==> config.mk <==
export PLATFORM = sky130hd
export DESIGN_NAME = ps2_kbd_rx
export DESIGN_NICKNAME = d
export VERILOG_FILES = /design/src/rtl/ps2_pkg.sv /design/src/rtl/ps2_fifo.sv /design/src/rtl/ps2_kbd_rx.sv
export SDC_FILE = /design/constraint.sdc
export NUM_CORES = 1
export LEC_CHECK = 0
export CAP_MARGIN = 20
export CELL_PAD_IN_SITES_DETAIL_PLACEMENT = 1
export CELL_PAD_IN_SITES_GLOBAL_PLACEMENT = 1
export CORE_MARGIN = 10
export CORE_UTILIZATION = 45
export DETAILED_ROUTE_END_ITERATION = 10
export GPL_TIMING_DRIVEN = 0
export PLACE_DENSITY_LB_ADDON = 0.1
export RECOVER_POWER = 100
export SLEW_MARGIN = 25
export SYNTH_ARGS = -nofsm -noshare
export SYNTH_HDL_FRONTEND = slang
export SYNTH_SLANG_ARGS = --single-unit
export TNS_END_PERCENT = 10
==> constraint.sdc <==
create_clock -name clk -period 4.1 [get_ports clk]
set_clock_uncertainty 0.15 [all_clocks]
set_input_delay 1.025 -clock clk [delete_from_list [all_inputs] [get_ports clk]]
set_output_delay 1.025 -clock clk [all_outputs]
set_load 0.01 [all_outputs]
==> src/rtl/ps2_pkg.sv <==
// ---------------------------------------------------------------------------
// ps2_pkg
// Shared constants and types for the PS/2 keyboard receive path.
//   PS2_FRAME_BITS : bits per PS/2 frame (start + 8 data + parity + stop)
//   PS2_BREAK      : break prefix scan code
//   PS2_EXT        : extended-key prefix scan code
//   trackState_e   : make/break tracker state
// Optional macro used by the receive path: PS2_TIMEOUT_EN.
// ---------------------------------------------------------------------------
package ps2_pkg;

  localparam int PS2_FRAME_BITS = 11;
  localparam logic [7:0] PS2_BREAK = 8'hF0;
  localparam logic [7:0] PS2_EXT = 8'hE0;

  typedef enum logic {
    IDLE  = 1'b0,
    BREAK = 1'b1
  } trackState_e;

endpackage

==> src/rtl/ps2_fifo.sv <==
// ---------------------------------------------------------------------------
// ps2_fifo
// Show-ahead FIFO of FIFO_DEPTH x 8-bit scan codes.
// FIFO_DEPTH must be a power of two, at least 2; the pointers wrap
// naturally at their full width.
// Ports:
//   clk, rst   : clock, asynchronous active-high reset
//   push_i     : write wdata_i (dropped when full, even if popping)
//   pop_i      : drop the head entry (ignored when empty)
//   wdata_i    : scan code to write
//   rdata_o    : current head entry, combinational
//   full_o     : FIFO holds FIFO_DEPTH entries
//   count_o    : number of stored entries
// ---------------------------------------------------------------------------
module ps2_fifo #(
  parameter int FIFO_DEPTH = 8
) (
  input  logic                        clk,
  input  logic                        rst,
  input  logic                        push_i,
  input  logic                        pop_i,
  input  logic [7:0]                  wdata_i,
  output logic [7:0]                  rdata_o,
  output logic                        full_o,
  output logic [$clog2(FIFO_DEPTH):0] count_o
);

  localparam int PTR_W = $clog2(FIFO_DEPTH);
  localparam logic [PTR_W-1:0] PTR_ONE = 1;
  localparam logic [PTR_W:0] CNT_ONE = 1;
  localparam logic [PTR_W:0] CNT_FULL = FIFO_DEPTH;

  logic [7:0]       mem_q [FIFO_DEPTH];
  logic [PTR_W-1:0] wptr_q;
  logic [PTR_W-1:0] rptr_q;
  logic [PTR_W:0]   count_q;
  logic             doPush;
  logic             doPop;

  // Fullness is judged on the current count, so a pop in the same cycle
  // does not make room for a push.
  assign full_o  = (count_q == CNT_FULL);
  assign doPush  = push_i && !full_o;
  assign doPop   = pop_i && (count_q != '0);
  assign rdata_o = mem_q[rptr_q];
  assign count_o = count_q;

  // Storage and pointers; storage is cleared so the head reads 0 after reset.
  always_ff @(posedge clk or posedge rst) begin
    if (rst) begin
      for (int i = 0; i < FIFO_DEPTH; i++) begin
        mem_q[i] <= '0;
      end
      wptr_q  <= '0;
      rptr_q  <= '0;
      count_q <= '0;
    end else begin
      if (doPush) begin
        mem_q[wptr_q] <= wdata_i;
        wptr_q        <= wptr_q + PTR_ONE;
      end
      if (doPop) begin
        rptr_q <= rptr_q + PTR_ONE;
      end
      case ({doPush, doPop})
        2'b10:   count_q <= count_q + CNT_ONE;
        2'b01:   count_q <= count_q - CNT_ONE;
        default: count_q <= count_q;
      endcase
    end
  end

endmodule

==> src/rtl/ps2_kbd_rx.sv <==
// ---------------------------------------------------------------------------
// ps2_kbd_rx
// PS/2 keyboard receiver: synchronises the raw pins, deserialises and checks
// 11-bit frames, buffers good scan codes in a show-ahead FIFO and tracks the
// current key and the number of key presses.
// Optional macro PS2_TIMEOUT_EN: adds TIMEOUT_CYCLES and a timer that drops
// a partial frame when the keyboard clock stalls.
// Ports:
//   clk, rst        : system clock, asynchronous active-high reset
//   ps2_clk/ps2_data: raw keyboard pins (asynchronous)
//   rd_en           : pop the FIFO head
//   data, valid     : FIFO head and non-empty flag
//   overflow        : sticky, a good frame was dropped on a full FIFO
//   frame_err       : one-cycle pulse on a bad or timed-out frame
//   key_code        : last make code accepted
//   key_down        : key_code currently held
//   press_cnt       : number of key presses, wrapping
// ---------------------------------------------------------------------------
module ps2_kbd_rx
  import ps2_pkg::*;
#(
  parameter int FIFO_DEPTH = 8
`ifdef PS2_TIMEOUT_EN
  ,
  parameter int TIMEOUT_CYCLES = 50000
`endif
) (
  input  logic       clk,
  input  logic       rst,
  input  logic       ps2_clk,
  input  logic       ps2_data,
  input  logic       rd_en,
  output logic [7:0] data,
  output logic       valid,
  output logic       overflow,
  output logic       frame_err,
  output logic [7:0] key_code,
  output logic       key_down,
  output logic [7:0] press_cnt
);

  localparam logic [3:0] LAST_BIT = 4'(PS2_FRAME_BITS - 1);

  logic [2:0] clkSync_q;
  logic [2:0] dataSync_q;
  logic       fe;
  logic       dataBit;
  logic [3:0] bitCnt_q;
  logic [9:0] shift_q;
  logic [7:0] code_q;
  logic       push_q;
  logic       frameErr_q;
  logic       frameOk;
  logic       timeoutHit;

  logic                        fifoFull;
  logic [$clog2(FIFO_DEPTH):0] fifoCount;
  logic                        overflow_q;

  trackState_e state_q;
  logic [7:0]  keyCode_q;
  logic        keyDown_q;
  logic [7:0]  pressCnt_q;

  assign fe      = clkSync_q[2] & ~clkSync_q[1];
  assign dataBit = dataSync_q[2];

  // shift_q holds start in bit 0, data in 8:1, parity in bit 9; the stop
  // bit is the sample arriving with the final edge.
  assign frameOk = (shift_q[0] == 1'b0) && (^shift_q[9:1]) && dataBit;

  // Three-flop synchronisers for both raw pins.
  always_ff @(posedge clk or posedge rst) begin
    if (rst) begin
      clkSync_q  <= '0;
      dataSync_q <= '0;
    end else begin
      clkSync_q  <= {clkSync_q[1:0], ps2_clk};
      dataSync_q <= {dataSync_q[1:0], ps2_data};
    end
  end

`ifdef PS2_TIMEOUT_EN
  localparam int TIMER_W = $clog2(TIMEOUT_CYCLES);
  localparam logic [TIMER_W-1:0] TIMER_MAX = TIMER_W'(TIMEOUT_CYCLES - 1);
  localparam logic [TIMER_W-1:0] TIMER_ONE = 1;

  logic [TIMER_W-1:0] timer_q;

  assign timeoutHit = (bitCnt_q != '0) && (timer_q == TIMER_MAX);

  // Idle-time counter, only running while a frame is partly received.
  always_ff @(posedge clk or posedge rst) begin
    if (rst) begin
      timer_q <= '0;
    end else if (fe || (bitCnt_q == '0) || timeoutHit) begin
      timer_q <= '0;
    end else begin
      timer_q <= timer_q + TIMER_ONE;
    end
  end
`else
  assign timeoutHit = 1'b0;
`endif

  // Deserialiser: shifts bits 0..9, checks the frame on the stop bit and
  // raises either the push strobe or the error pulse for one cycle.
  always_ff @(posedge clk or posedge rst) begin
    if (rst) begin
      bitCnt_q   <= '0;
      shift_q    <= '0;
      code_q     <= '0;
      push_q     <= 1'b0;
      frameErr_q <= 1'b0;
    end else begin
      push_q     <= 1'b0;
      frameErr_q <= 1'b0;
      if (fe) begin
        if (bitCnt_q == LAST_BIT) begin
          bitCnt_q <= '0;
          if (frameOk) begin
            push_q <= 1'b1;
            code_q <= shift_q[8:1];
          end else begin
            frameErr_q <= 1'b1;
          end
        end else begin
          shift_q  <= {dataBit, shift_q[9:1]};
          bitCnt_q <= bitCnt_q + 4'd1;
        end
      end else if (timeoutHit) begin
        bitCnt_q   <= '0;
        frameErr_q <= 1'b1;
      end
    end
  end

  ps2_fifo #(
    .FIFO_DEPTH(FIFO_DEPTH)
  ) u_fifo (
    .clk    (clk),
    .rst    (rst),
    .push_i (push_q),
    .pop_i  (rd_en),
    .wdata_i(code_q),
    .rdata_o(data),
    .full_o (fifoFull),
    .count_o(fifoCount)
  );

  assign valid = (fifoCount != '0);

  // Sticky overflow flag for good frames lost to a full FIFO.
  always_ff @(posedge clk or posedge rst) begin
    if (rst) begin
      overflow_q <= 1'b0;
    end else if (push_q && fifoFull) begin
      overflow_q <= 1'b1;
    end
  end

  // Make/break tracker; sees every good frame even when the FIFO drops it.
  always_ff @(posedge clk or posedge rst) begin
    if (rst) begin
      state_q    <= IDLE;
      keyCode_q  <= '0;
      keyDown_q  <= 1'b0;
      pressCnt_q <= '0;
    end else if (push_q) begin
      case (state_q)
        IDLE: begin
          if (code_q == PS2_BREAK) begin
            state_q <= BREAK;
          end else if (code_q == PS2_EXT) begin
            state_q <= IDLE;
          end else if ((code_q == keyCode_q) && keyDown_q) begin
            state_q <= IDLE;
          end else begin
            keyCode_q  <= code_q;
            keyDown_q  <= 1'b1;
            pressCnt_q <= pressCnt_q + 8'd1;
          end
        end
        BREAK: begin
          state_q <= IDLE;
          if (code_q == keyCode_q) begin
            keyDown_q <= 1'b0;
          end
        end
        default: state_q <= IDLE;
      endcase
    end
  end

  assign overflow  = overflow_q;
  assign frame_err = frameErr_q;
  assign key_code  = keyCode_q;
  assign key_down  = keyDown_q;
  assign press_cnt = pressCnt_q;

endmodule

### After elaboration in Yosys (flattened, before gate mapping)

Cells that the tools add are included.

| word-level totals | value |
|---|---|
| register bits | 123 |
| latch bits | 0 |
| memory bits (writable) | 0 |
| bits in read-only memories | 0 |
| bits of input ports | 5 |
| output and inout bits | 28 |
| memories | 0 |

| cells by class | value |
|---|---|
| add/subtract/negate cells | 6 |
| $mul | 0 |
| div/mod/pow operators | 0 |
| order comparisons | 3 |
| equal/unequal tests | 11 |
| shifts and indexed selects | 0 |
| muxes and demuxes | 21 |
| bitwise gates (word level) | 10 |
| reduce and logical (&&, ||, !) cells | 15 |

Operators by type and width:

| cell | count |
|---|---|
| 64-bit bitwise mux | 1 |
| 8-bit binary-select mux with 3-bit select | 1 |
| 8-bit demux with 3-bit select | 1 |
| 8-bit two-way mux | 3 |
| 8-bit == test, second input constant | 2 |
| 1-bit two-way mux | 11 |
| 5-bit AND reduction | 2 |
| 9-bit XOR reduction | 1 |
| 4-bit by 1-bit adder with 4-bit output, second input constant | 2 |
| 8-bit by 1-bit adder with 8-bit output, second input constant | 1 |
| 4-bit == test, second input constant | 2 |
| 8-bit == test | 1 |
| 4-bit greater-or-equal comparator, second input constant | 2 |
| 3-bit NOT with 4-bit output | 2 |
| 4-bit one-hot mux with 2 select lines | 1 |
| 1-bit logical AND | 7 |
| 1-bit NOT | 7 |
| 3-bit by 1-bit adder with 3-bit output, second input constant | 2 |
| 2-bit inequality test, second input constant | 3 |
| 4-bit by 1-bit < comparator with 1-bit output, second input constant | 1 |
| 4-bit two-way mux | 1 |
| 1-bit one-hot mux with 2 select lines | 2 |
| 4-bit nonzero test | 1 |
| 4-bit by 1-bit subtractor with 4-bit output, second input constant | 1 |
| 8 further kinds | 8 |

### Logic depth before layout (Yosys ltp)

| logic depth | value |
|---|---|
| depth in word-level cells | 6 |
| gate-level depth with buffers | 11 |
| gate-level depth less buffers | 10 |

### Hierarchy

Synthesis repeated with hierarchy kept, for this count alone.

| unflattened totals | value |
|---|---|
| cell total of the unflattened synthesis | 376 |
| area, all modules | 5,610.4 um^2 |

Modules (own cells, without submodules):

| module | instances | cells an instance | area each (um^2) | sequential area each (um^2) |
|---|---|---|---|---|
| ps2_fifo | 1 | 224 | 3,545.9 | 1,851.8 |
| ps2_kbd_rx | 1 | 152 | 2,064.5 | 1,226.2 |

### Worst setup path after synthesis

OpenSTA, ideal clock, no wires.

| timing path | value |
|---|---|
| path type | register to output |
| from | reg u_fifo.rptr_q[0] |
| to | out data[0] |
| data arrival time | 1.694 ns |
| data required time | 2.925 ns |
| setup slack | 1.231 ns |
| cell stages (with the launch flop) | 5 |
| path through | dfrtp_1 -> buf_2 -> buf_2 -> mux4_2 -> mux2_2 |

| on the way | value |
|---|---|
| longest elaborated chain between the ends | 4 |

Ends and longest elaborated chain:

| item | line | RTL |
|---|---|---|
| from (decl) | ps2_fifo.sv:35 | `logic [PTR_W-1:0] rptr_q;` |
| from (signal assigned) | ps2_fifo.sv:63 | `rptr_q <= rptr_q + PTR_ONE;` |
| 3-bit NOT with 4-bit output (not written as such) | ps2_fifo.sv:45 | `assign rdata_o = mem_q[rptr_q];` |
| 8-bit binary-select mux with 3-bit select | ps2_fifo.sv:45 |  |
| 8-bit two-way mux (not written as such) (2 in a row) | ps2_fifo.sv:45 |  |
| to (decl) | ps2_kbd_rx.sv:33 | `output logic [7:0] data,` |

No other way between the ends. The select of a mux whose other input is x is not followed.

### Final worst setup path

| timing path | value |
|---|---|
| from | reg u_fifo.rptr_q[1] |
| to | out data[2] |

Same word-level chain as after synthesis.

==> out/results.ini <==
[final_layout]
design.final.nets = 446
diodes = 0
final_common_cell = sky130_fd_sc_hd__dfrtp_1
drive_above_1_share = 0.341
fin_util = 0.552
flow.area_growth_from_synthesis_pct = 19.5
final-instance-count-excl-fill = 614
fill_cells = 1171
layout.cells.most_common_list = sky130_fd_sc_hd__dfrtp_1 (123), sky130_fd_sc_hd__mux2_2 (100), sky130_fd_sc_hd__dlygate4sd3_1 (23)

[synthesis]
cells_after_synth = 380
ys.warnings.count = 0
distinct_cell_type_count_after_synthesis = 39
synth_xor_area_frac = 0.0528
synth_simple_gate_area_share = 0.0780
dominant_combinational_cell_family_by_area_after_synthesis = multiplexers
mappedNetlistArea_um2 = 5570
synth_adder_area_share = 0.0135
synth.area.top_cells = sky130_fd_sc_hd__dfrtp_1 (55%), sky130_fd_sc_hd__mux2_2 (21%), sky130_fd_sc_hd__mux4_2 (6.5%), sky130_fd_sc_hd__xnor2_1 (2.5%), sky130_fd_sc_hd__xor2_1 (2.4%)
synth_fp_nets = 391
post_synth.cell_area_avg_um2 = 14.6
yosys-mux-area-fraction = 0.273
synth_top_area_frac = 0.553
yosysSeqAreaShare = 0.553
flip_flop_and_latch_count_after_synthesis = 123
synth_compound_area_frac = 0.0115
synth_top_area_cell = sky130_fd_sc_hd__dfrtp_1

[routing]
detailedRoute.firstIterationViolations = 181
wire_per_inst_um = 19.4
routed-via-count = 3242
detail_route.wirelength_mm = 11.9
drt_pass_1_iters = 4
drt_drc_violations_left = 0
routed_via_density = 5.28
antenna_violating_nets_remaining = 0

[worst_setup_path]
timing.critical_path.fanout_max = 10
timing.critical_path.from_type = flip-flop
critical_path_class = reg -> out
rr_worst_depth = 6
critical_path.reg2reg.startpoint = u_fifo.count_o[1]
cp-end-kind = output port
setup.reg_to_reg.worst_slack_ns = 0.56
cp_data_required_time_ns = 2.92
critPathArrivalTime_ns = 2.77
critical_path.startpoint = u_fifo.rptr_q[1]

[flow_run]
max_cap_violations = 3

[placed_design]
post-dp-hpwl_mm = 8.03
gp_congestion = 0.746
place_inst = 584
numPortBuffers = 32
pre_cts_slack_ns = 0.353

[timing]
finalSetupViolations = 0
hold_viol = 0
rsz0062_at_grt = no
finalSetupTns_ns = 0
final_max_slew_viol_count = 50
period_share = 0.962
maxClockFrequency_ghz = 0.254
tightestPinTransition_ns = 2.04
timing.final.crit_period_ns = 3.94
worst_relative_slew_slack = -0.381
timing.final.ws_setup_ns = 0.156

[power]
power.share.combinational = 0.229
power.share.clock = 0.392
p_seq_frac = 0.379
p_int_mw = 2.82
ir_worst_vdd_uv = 330
total_leakage_power_nw = 3.21
p_sw_frac = 0.289
ratio_of_total_power_to_cell_area_nw_per_um2 = 596
total_switching_power_mw = 1.15

[cts]
worst_setup_hold_path_clk_slew_ns = 0.05
clk_root_buffer_cell = sky130_fd_sc_hd__clkbuf_16
post_cts.resized_instances = 1
setup_fix_bufs_post_cts = 0
cts_hold_buf = 0
cts_tree = done
cts_buffer_depth = 2
htree_num_levels = 4
clock_sink_count = 123
clk-insertion-delay-late_ns = 0.42
total_cts_buffers = 17

[global_routing]
number_of_antenna_violations_at_the_first_check_in_global_routing = 0
total_overflow_reported_by_the_global_router = 0
first_global_vias = 3710
gr-usage-all-layers = 0.146
grt_start_max_net_pins = 32
grt_first_pass_wirelength_mm = 20.0

[floorplan]
die_w_um = 131
design.core.area_um2 = 12100
top_level_ports = 33
fp.dieArea_um2 = 17200
placement_rows = 40
start_util = 0.462
chipHeight_um = 131

[worst_hold_path]
min-delay-start = dataSync_q[0]
number_of_instances_on_the_worst_hold_path = 0
min-delay-path-class = reg -> reg

[status]
status = complete, but fails checks
violations = capacitance limit, slew limit

metrics by stage:
step | total power [mW] | cell area (µm²) | hold slack [ns]
5_1_grt | 4.18 | 6650 | 0.208
2_1_floorplan | 2.22 | 5570 | 0.181
3_3_place_gp | 2.44 | 6100 | 0.184
4_1_cts | 4.07 | 6800 | 0.206
3_5_place_dp | 2.49 | 6190 | 0.188
6_report | 3.96 | 6650 | 0.204
logic make-up (layout without fill, tap and decap cells):
kind of cell	Yosys count	in the layout
AND/OR/NAND/NOR	63	63
multiplexers	119	119
buffers and inverters	25	91
flip-flops	123	123
adder cells (fa/ha/maj)	6	6
XOR/XNOR	32	32
AO/OA/AOI/OAI	12	12
final cells by class:
type / count / area, µm² / area share
repair buffers: 36 / 353 / 0.0530
plain buffers: 19 / 77.6 / 0.0117
inverters: 6 / 23.8 / 0.00357
flip-flops and latches: 123 / 3080 / 0.463
well taps: 168 / 210 / 0.0316
multi-input cells: 232 / 2300 / 0.346
clock inverters: 9 / 145 / 0.0218
clock buffers: 21 / 460 / 0.0692
power by group through the flow:
stage	Clock [mW]	Combinational, mW	Sequential, mW
after floorplan	0	0.737	1.49
after global placement	0	0.925	1.52
after detailed placement	0	0.964	1.52
after CTS	1.59	0.978	1.51
after global routing	1.64	1.01	1.53
final	1.55	0.906	1.50
state kept, by name (all words and copies together) (netlist names), 3 cells and up:
| name | cells |
|---|---|
| u_fifo.wptr_q | 3 |
| press_cnt | 8 |
| key_code | 8 |
| u_fifo.mem_q | 64 |
| dataSync_q | 3 |
| u_fifo.rptr_q | 3 |
| shift_q | 10 |
| code_q | 8 |
| u_fifo.count_o | 4 |
| clkSync_q | 3 |
| bitCnt_q | 4 |
routing by layer:
layer	routed length (µm)	global-route usage
met1	5280	0.174
met2	6110	0.240
met3	366	0.0476
met4	155	0.0563
met5	0	0
critical path, cell delays in order (launching register included):
cell                              delay (ns)
sky130_fd_sc_hd__dfrtp_1                0.34
sky130_fd_sc_hd__buf_1                  0.45
sky130_fd_sc_hd__clkbuf_2               0.40
sky130_fd_sc_hd__mux4_2                 0.35
sky130_fd_sc_hd__mux2_2                 0.31
sky130_fd_sc_hd__clkdlybuf4s50_1        0.49
final timing paths:
path	to
max in group asynchronous	u_fifo.mem_q[38]
max	data[2]
max reg2reg	u_fifo.mem_q[29]
min	dataSync_q[1]
min in group asynchronous	state_q
min reg2reg	dataSync_q[1]
cells in the mapped netlist (all sizes together):
| master | number |
|---|---|
| xnor3 | 1 |
| clkbuf | 10 |
| o21ai | 7 |
| nor3 | 2 |
| buf | 9 |
| mux2 | 103 |
| nand3b | 4 |
| and3 | 6 |
| nand3 | 10 |
| nand2 | 14 |
| nand2b | 4 |
| xor2 | 15 |
| nor4 | 3 |
| nor3b | 2 |
| dfrtp | 123 |
| nand4 | 1 |
| mux4 | 16 |
| or4 | 1 |
| ha | 6 |
| a21oi | 3 |
| nor4b | 3 |
| xnor2 | 16 |
| and3b | 1 |
| or3b | 1 |
| nor2b | 3 |
| inv | 6 |
| o22ai | 1 |
| nor2 | 8 |
| a21o | 1 |
Note: power is estimated with default switching activity, not from simulation.
